$ cat src/rtl/wps_line_reader_if.sv
// FIFO read port and pixel output stream of the WPS line reader, bundled for port hookup.
// Stream handshake: a word moves when out_valid && out_ready; while out_valid is high and
// out_ready low, out_data and the sol/eol/eof markers hold steady and out_valid stays high.
interface wps_line_reader_if;
  logic        fifo_ready_in;
  logic        fifo_read_out;
  logic [23:0] fifo_data_in;
  logic        fifo_valid_in;
  logic [23:0] out_data;
  logic        out_valid;
  logic        out_ready;
  logic        out_sol;
  logic        out_eol;
  logic        out_eof;

  modport master (
    input  fifo_ready_in, fifo_data_in, fifo_valid_in, out_ready,
    output fifo_read_out, out_data, out_valid, out_sol, out_eol, out_eof
  );

  modport slave (
    output fifo_ready_in, fifo_data_in, fifo_valid_in, out_ready,
    input  fifo_read_out, out_data, out_valid, out_sol, out_eol, out_eof
  );
endinterface

$ cat src/rtl/wps_line_reader.sv
// Pulls one frame of pixel words from the line FIFO under a credit limit and re-emits them
// on a valid/ready stream with start-of-line, end-of-line and end-of-frame markers.
module wps_line_reader #(
  parameter int LINE_WORDS  = 80,
  parameter int FRAME_LINES = 1080,
  parameter int BUF_DEPTH   = 4
) (
  input  logic                 tx_clk,
  input  logic                 tx_rst,
  input  logic                 start,
  wps_line_reader_if.master    bus,
  output logic                 send_done_out,
  output logic                 busy,
  output logic [15:0]          line_cnt,
  output logic                 overflow_err,
  output logic [1:0]           fsm_state
);
  localparam int TOTAL = LINE_WORDS * FRAME_LINES;
  localparam int REQ_W = $clog2(TOTAL + 1);
  localparam int COL_W = $clog2(LINE_WORDS);
  localparam int ROW_W = (FRAME_LINES > 1) ? $clog2(FRAME_LINES) : 1;
  localparam int PTR_W = $clog2(BUF_DEPTH);
  localparam int OCC_W = PTR_W + 1;

  localparam logic [REQ_W-1:0] TOTAL_L    = REQ_W'(TOTAL);
  localparam logic [COL_W-1:0] COL_LAST   = COL_W'(LINE_WORDS - 1);
  localparam logic [ROW_W-1:0] ROW_LAST   = ROW_W'(FRAME_LINES - 1);
  localparam logic [OCC_W-1:0] OCC_FULL   = OCC_W'(BUF_DEPTH);
  localparam logic [OCC_W:0]   CREDIT_MAX = (OCC_W + 1)'(BUF_DEPTH);

  typedef enum logic [1:0] {IDLE, READ, DRAIN, DONE} state_t;

  state_t           state;
  logic [REQ_W-1:0] req_cnt;
  logic [1:0]       inflight;
  logic [OCC_W-1:0] occupancy;
  logic [PTR_W-1:0] wr_ptr;
  logic [PTR_W-1:0] rd_ptr;
  logic [23:0]      mem [BUF_DEPTH];
  logic [COL_W-1:0] col;
  logic [ROW_W-1:0] row;

  logic           full;
  logic           has_data;
  logic [OCC_W:0] credit;
  logic           rd_issue;
  logic           buf_wr;
  logic           pop;
  logic           inf_dec;
  logic           at_eol;
  logic           at_eof;

  // Words already requested but not yet landed still consume a buffer slot.
  assign credit   = {1'b0, occupancy} + {{(OCC_W - 1){1'b0}}, inflight};
  assign full     = (occupancy == OCC_FULL);
  assign has_data = (occupancy != '0);
  assign rd_issue = (state == READ) && bus.fifo_ready_in && (credit < CREDIT_MAX)
                    && (req_cnt < TOTAL_L);
  assign buf_wr   = bus.fifo_valid_in && !full;
  assign pop      = has_data && bus.out_ready;
  assign inf_dec  = bus.fifo_valid_in && (inflight != 2'd0);
  assign at_eol   = (col == COL_LAST);
  assign at_eof   = at_eol && (row == ROW_LAST);

  assign bus.fifo_read_out = rd_issue;
  assign bus.out_valid     = has_data;
  assign bus.out_data      = has_data ? mem[rd_ptr] : '0;
  assign bus.out_sol       = has_data && (col == '0);
  assign bus.out_eol       = has_data && at_eol;
  assign bus.out_eof       = has_data && at_eof;
  assign send_done_out     = (state == DONE);
  assign busy              = (state != IDLE);
  assign fsm_state         = 2'(state);

  always_ff @(posedge tx_clk) begin
    if (buf_wr) mem[wr_ptr] <= bus.fifo_data_in;
  end

  always_ff @(posedge tx_clk or posedge tx_rst) begin
    if (tx_rst) begin
      state        <= IDLE;
      req_cnt      <= '0;
      inflight     <= '0;
      occupancy    <= '0;
      wr_ptr       <= '0;
      rd_ptr       <= '0;
      col          <= '0;
      row          <= '0;
      line_cnt     <= '0;
      overflow_err <= 1'b0;
    end else begin
      if (buf_wr) wr_ptr <= wr_ptr + PTR_W'(1);
      if (pop)    rd_ptr <= rd_ptr + PTR_W'(1);

      case ({buf_wr, pop})
        2'b10:   occupancy <= occupancy + OCC_W'(1);
        2'b01:   occupancy <= occupancy - OCC_W'(1);
        default: occupancy <= occupancy;
      endcase

      case ({rd_issue, inf_dec})
        2'b10:   inflight <= inflight + 2'd1;
        2'b01:   inflight <= inflight - 2'd1;
        default: inflight <= inflight;
      endcase

      // A word landing in IDLE was never requested; a word landing on a full buffer is lost.
      if (bus.fifo_valid_in && (full || state == IDLE)) overflow_err <= 1'b1;

      if (pop) begin
        if (at_eol) begin
          col      <= '0;
          row      <= at_eof ? '0 : row + ROW_W'(1);
          line_cnt <= line_cnt + 16'd1;
        end else begin
          col <= col + COL_W'(1);
        end
      end

      case (state)
        IDLE: if (start) begin
          state    <= READ;
          req_cnt  <= '0;
          col      <= '0;
          row      <= '0;
          line_cnt <= '0;
        end
        READ: if (rd_issue) begin
          req_cnt <= req_cnt + REQ_W'(1);
          if (req_cnt == TOTAL_L - REQ_W'(1)) state <= DRAIN;
        end
        DRAIN: if (pop && at_eof && inflight == 2'd0) state <= DONE;
        DONE:  state <= IDLE;
        default: state <= IDLE;
      endcase
    end
  end
endmodule

$ cat src/flat_wrapper.sv
// flat-port wrapper written by rule: the top's interface ports become plain ports
module wps_line_reader_flat 
#(
  parameter int LINE_WORDS  = 80,
  parameter int FRAME_LINES = 1080,
  parameter int BUF_DEPTH   = 4
)
  (tx_clk, tx_rst, start, send_done_out, busy, line_cnt, overflow_err, fsm_state, bus_fifo_ready_in, bus_fifo_data_in, bus_fifo_valid_in, bus_out_ready, bus_fifo_read_out, bus_out_data, bus_out_valid, bus_out_sol, bus_out_eol, bus_out_eof);
  wps_line_reader_if bus_i ();
  input  logic tx_clk;
  input  logic tx_rst;
  input  logic start;
  output logic send_done_out;
  output logic busy;
  output logic [15:0] line_cnt;
  output logic overflow_err;
  output logic [1:0] fsm_state;
  input wire logic [$bits(bus_i.fifo_ready_in)-1:0] bus_fifo_ready_in;
  input wire logic [$bits(bus_i.fifo_data_in)-1:0] bus_fifo_data_in;
  input wire logic [$bits(bus_i.fifo_valid_in)-1:0] bus_fifo_valid_in;
  input wire logic [$bits(bus_i.out_ready)-1:0] bus_out_ready;
  output wire logic [$bits(bus_i.fifo_read_out)-1:0] bus_fifo_read_out;
  output wire logic [$bits(bus_i.out_data)-1:0] bus_out_data;
  output wire logic [$bits(bus_i.out_valid)-1:0] bus_out_valid;
  output wire logic [$bits(bus_i.out_sol)-1:0] bus_out_sol;
  output wire logic [$bits(bus_i.out_eol)-1:0] bus_out_eol;
  output wire logic [$bits(bus_i.out_eof)-1:0] bus_out_eof;
  assign bus_i.fifo_ready_in = bus_fifo_ready_in;
  assign bus_i.fifo_data_in = bus_fifo_data_in;
  assign bus_i.fifo_valid_in = bus_fifo_valid_in;
  assign bus_i.out_ready = bus_out_ready;
  assign bus_fifo_read_out = bus_i.fifo_read_out;
  assign bus_out_data = bus_i.out_data;
  assign bus_out_valid = bus_i.out_valid;
  assign bus_out_sol = bus_i.out_sol;
  assign bus_out_eol = bus_i.out_eol;
  assign bus_out_eof = bus_i.out_eof;
  wps_line_reader #(.LINE_WORDS(LINE_WORDS), .FRAME_LINES(FRAME_LINES), .BUF_DEPTH(BUF_DEPTH)) u_core (.tx_clk(tx_clk), .tx_rst(tx_rst), .start(start), .bus(bus_i), .send_done_out(send_done_out), .busy(busy), .line_cnt(line_cnt), .overflow_err(overflow_err), .fsm_state(fsm_state));
endmodule
$ cat config.mk
export PLATFORM = sky130hd
export DESIGN_NAME = wps_line_reader_flat
export DESIGN_NICKNAME = d
export VERILOG_FILES = /design/src/rtl/wps_line_reader_if.sv /design/src/rtl/wps_line_reader.sv /design/src/flat_wrapper.sv
export SDC_FILE = /design/constraint.sdc
export NUM_CORES = 1
export LEC_CHECK = 0
export BUFFER_PORTS_ARGS = -buffer_cell sky130_fd_sc_hd__buf_4
export CORE_ASPECT_RATIO = 1.75
export CORE_UTILIZATION = 59
export DETAILED_ROUTE_END_ITERATION = 10
export GPL_TIMING_DRIVEN = 1
export MAX_ROUTING_LAYER = met4
export PLACE_DENSITY = 0.8
export SLEW_MARGIN = 20
export SYNTH_ARGS = -nofsm -noshare
export SYNTH_HDL_FRONTEND = slang
export SYNTH_SLANG_ARGS = --single-unit
$ cat constraint.sdc
create_clock -name tx_clk -period 2.62 [get_ports tx_clk]
set_input_delay 0.262 -clock tx_clk [delete_from_list [all_inputs] [get_ports tx_clk]]
set_output_delay 0.262 -clock tx_clk [all_outputs]
set_load 0.02 [all_outputs]
==> summary.txt <==
Outcome
  • Run status: completed

Synthesis
  • Adder-cell area share of the yosys netlist: 2.94%
  • Synthesized area: about 0.0075 sq mm
  • Synth area leaders: edfxtp_1, dfrtp_1, mux4_2, nor2_1, nand2_1
  • Largest family of logic cells by synthesized area: simple AND/OR/NAND/NOR gates
  • Post-synthesis mux area share: 8.46%
  • Cell variety after synth: 65
  • Number of synthesis warnings: 0
  • Synth async-reset ratio: approximately 40%
  • Main flop type after synthesis: edfxtp_1
  • Avg Cell Area, Syn: ~13 sq um
  • Mapped Cells: 582
  • Post-synth EDFFs: 96
  • Xor/xnor share of the synthesized area: 3.98%
  • Net Count, Synth: 629
  • Register bit total from synthesis: 159
  • Area share of the largest cell type after synthesis: 38.5%
  • Yosys top cell by area: edfxtp_1
  • Compound-Gate Fraction of Synth Area: 5.00%
  • Simple-gate area share of the yosys netlist: 17.4%
  • Register area share after synthesis: 59.6%

Drt
  • Post-Route WL: 15,000 microns
  • Routed Antenna Nets: 0
  • Initial drt markers: 310
  • First-pass iteration count of the detailed router: 4
  • Avg WL per Cell: 17.5 microns
  • Vias post-DR: 5,018
  • Vias per inst: 5.87
  • DRC Markers: 0

Clock tree
  • CTS tree: done
  • Setup Buffers After CTS: 0
  • Root Driver: clkbuf_16
  • Sink Count: 159
  • CTS Buf Count: 17
  • Worst skew pair latency: 0.42 ns
  • Clock buffer depth: 2
  • H-tree depth: 4
  • Clock transition at path regs: about 0.07 ns

Setup path
  • Crit. End Element: output port
  • Worst EP arrival: 2.19 ns
  • Worst setup SP type: flop
  • Reg2reg start: u_core.occupancy[1]
  • Critical Path RT: 2.36 ns
  • CP max FO: 15
  • Worst Setup SP: u_core.occupancy[1]
  • WS Path Type: flop to output port

Floorplanning
  • # rows: 54
  • Num ports: 80
  • Total core area: 0.0124 sq mm
  • Initial Utilization: between 60 and 70%
  • Die X: 87.1 microns
  • Die area: 0.0132 sq mm
  • Die Span Y: 151 microns

Final layout
  • Number of inserted diodes: 0
  • Non-filler cells, final: around 860
  • Layout Nets: between 700 and 800
  • Most frequent cells in the layout: edfxtp_1, buf_4, dfrtp_1
  • Syn-to-layout area delta: 19.6%
  • Area of the multi-input gates: roughly 0.0028 sq mm
  • Register area: 0.00446 sq mm
  • FILL cells: roughly 830
  • Most common cell after layout, fill and taps aside: edfxtp_1
  • Share of cells above drive strength 1: 24.6%

Place
  • Port buffer count: 79
  • Dpl cells: 822
  • Gp weighted congestion: slightly below 0.9
  • DP Wirelength: 10,200 microns

STA
  • Relative slew margins: 52.6%
  • TNS Setup: 0 ns
  • Tmin final: 2.45 ns
  • Final Hold Fails: 0
  • Skew final: 0.0143 ns
  • Worst slew pin tran: 0.706 ns
  • Hold WS: 0.0407 ns
  • RSZ-0062 raised after global routing: false
  • Final period util: a little over nine tenths
  • FMAX: between 400 and 500 MHz
  • Pins Over Slew Limit: 0
  • Final setup violating endpoints: 0

Worst hold path
  • Min-delay worst type: primary input to flop
  • Hold_sp: bus_fifo_data_in[16]

GRT
  • First-pass GRT wire length: approximately 25,000 microns
  • Number of global-route vias before repair: 5,200
  • Gr usage total: 25.7%
  • Largest net degree at the start of global routing: 37
  • GRT overflow: 0
  • Initial antenna violation count: 0

Job
  • Max_cap viols: 0

Pwr
  • Tot Pwr: 9.14 mW
  • Pwr Density: 1020 mW/mm^2
  • Max VDD drop: roughly 0.70 mV
  • P_leak: roughly 3.6 nW
[logic make-up (layout without fill, tap and decap cells)]
group           after synthesis  in the layout
mux                          33             33
xor+xnor                     34             34
fa+ha+maj                    17             17
compound gates               51             51
flops                       159            159
buf+inv                      46            151
simple gates                242            242
[path summary, 6_finish.rpt]
kind,endpoint,slack (ns),depth (start not counted)
setup / recovery,bus_fifo_read_out,0.17,6
hold / removal,u_core.mem[3][16],0.04,1
setup reg to reg,u_core.fsm_state[1],0.41,6
hold reg to reg,u_core.overflow_err,0.47,1
max in group asynchronous,u_core.rd_ptr[0],1.49,4
min in group asynchronous,u_core.req_cnt[5],0.51,3
[sequential cells by signal (all words and copies together), names as in the netlist]
| register | flops |
|---|---|
| u_core.row | 11 |
| u_core.req_cnt | 17 |
| u_core.inflight | 2 |
| u_core.line_cnt | 16 |
| u_core.mem | 96 |
| u_core.col | 7 |
| u_core.wr_ptr | 2 |
| u_core.occupancy | 3 |
| u_core.overflow_err | 1 |
| u_core.rd_ptr | 2 |
| u_core.fsm_state | 2 |
[cell usage after synthesis (all sizes together), types with 6 or more instances]
cell type,number
and3,6
xor2,20
nand3,31
nor2b,27
nor4,6
ha,16
nor2,56
mux2i,7
xnor2,14
mux4,24
inv,22
o21ai,9
clkbuf,13
edfxtp,96
and2,10
buf,10
a21oi,9
or4,8
dfrtp,63
nand2,55
o211ai,9
nand4,18
nor3,8
[metal layers]
| metal | vias to the layer above | GRT usage, % | share of wire, % |
|---|---|---|---|
| li1 | 2335 | - | - |
| met1 | 2501 | 27.0 | 38 |
| met2 | 151 | 46.3 | 55 |
| met3 | 31 | 5.01 | 4.4 |
| met4 | 0 | 11.1 | 2.2 |
| met5 | - | - | 0 |
[per-stage QoR]
stage / util (%) / cell area (sq um) / setup WS (ns)
6_report: 72.0 / 8950 / 0.166
5_1_grt: 72.0 / 8950 / 0.0332
4_1_cts: 72.0 / 8950 / 0.0300
3_5_place_dp: 67.0 / 8330 / 0.299
3_3_place_gp: 67.0 / 8330 / 0.355
2_1_floorplan: - / 7480 / 0.548
[worst max-delay path, cell delays in order, from the launching register on]
cell	delay (ns)
dfrtp_1	0.44
ha_1	0.22
and4bb_1	0.28
o211a_4	0.28
nand2_4	0.13
inv_2	0.24
buf_4	0.20
[where the power goes]
part | switching (mW) | internal, mW
Clock | 1.15 | 1.30
Combinational | 1.79 | 1.44
Sequential | 0.320 | 3.14
[repair_timing]
item | in CTS | in global routing
resized for setup | 0 | 1
hold endpoints to repair | 27 | 0
endpoints found under the setup margin | 0 | 1
hold buffers | 1 | 0
[area by class of cell]
cell class	count	share of cell area, %
flip-flops and latches	159	49.8
clock inverters	15	2.01
multi-input cells	377	31.7
inverters	23	0.964
clock buffers	17	4.75
repair buffers	96	8.36
well taps	168	2.35
Power figures use the tool's default switching activity.
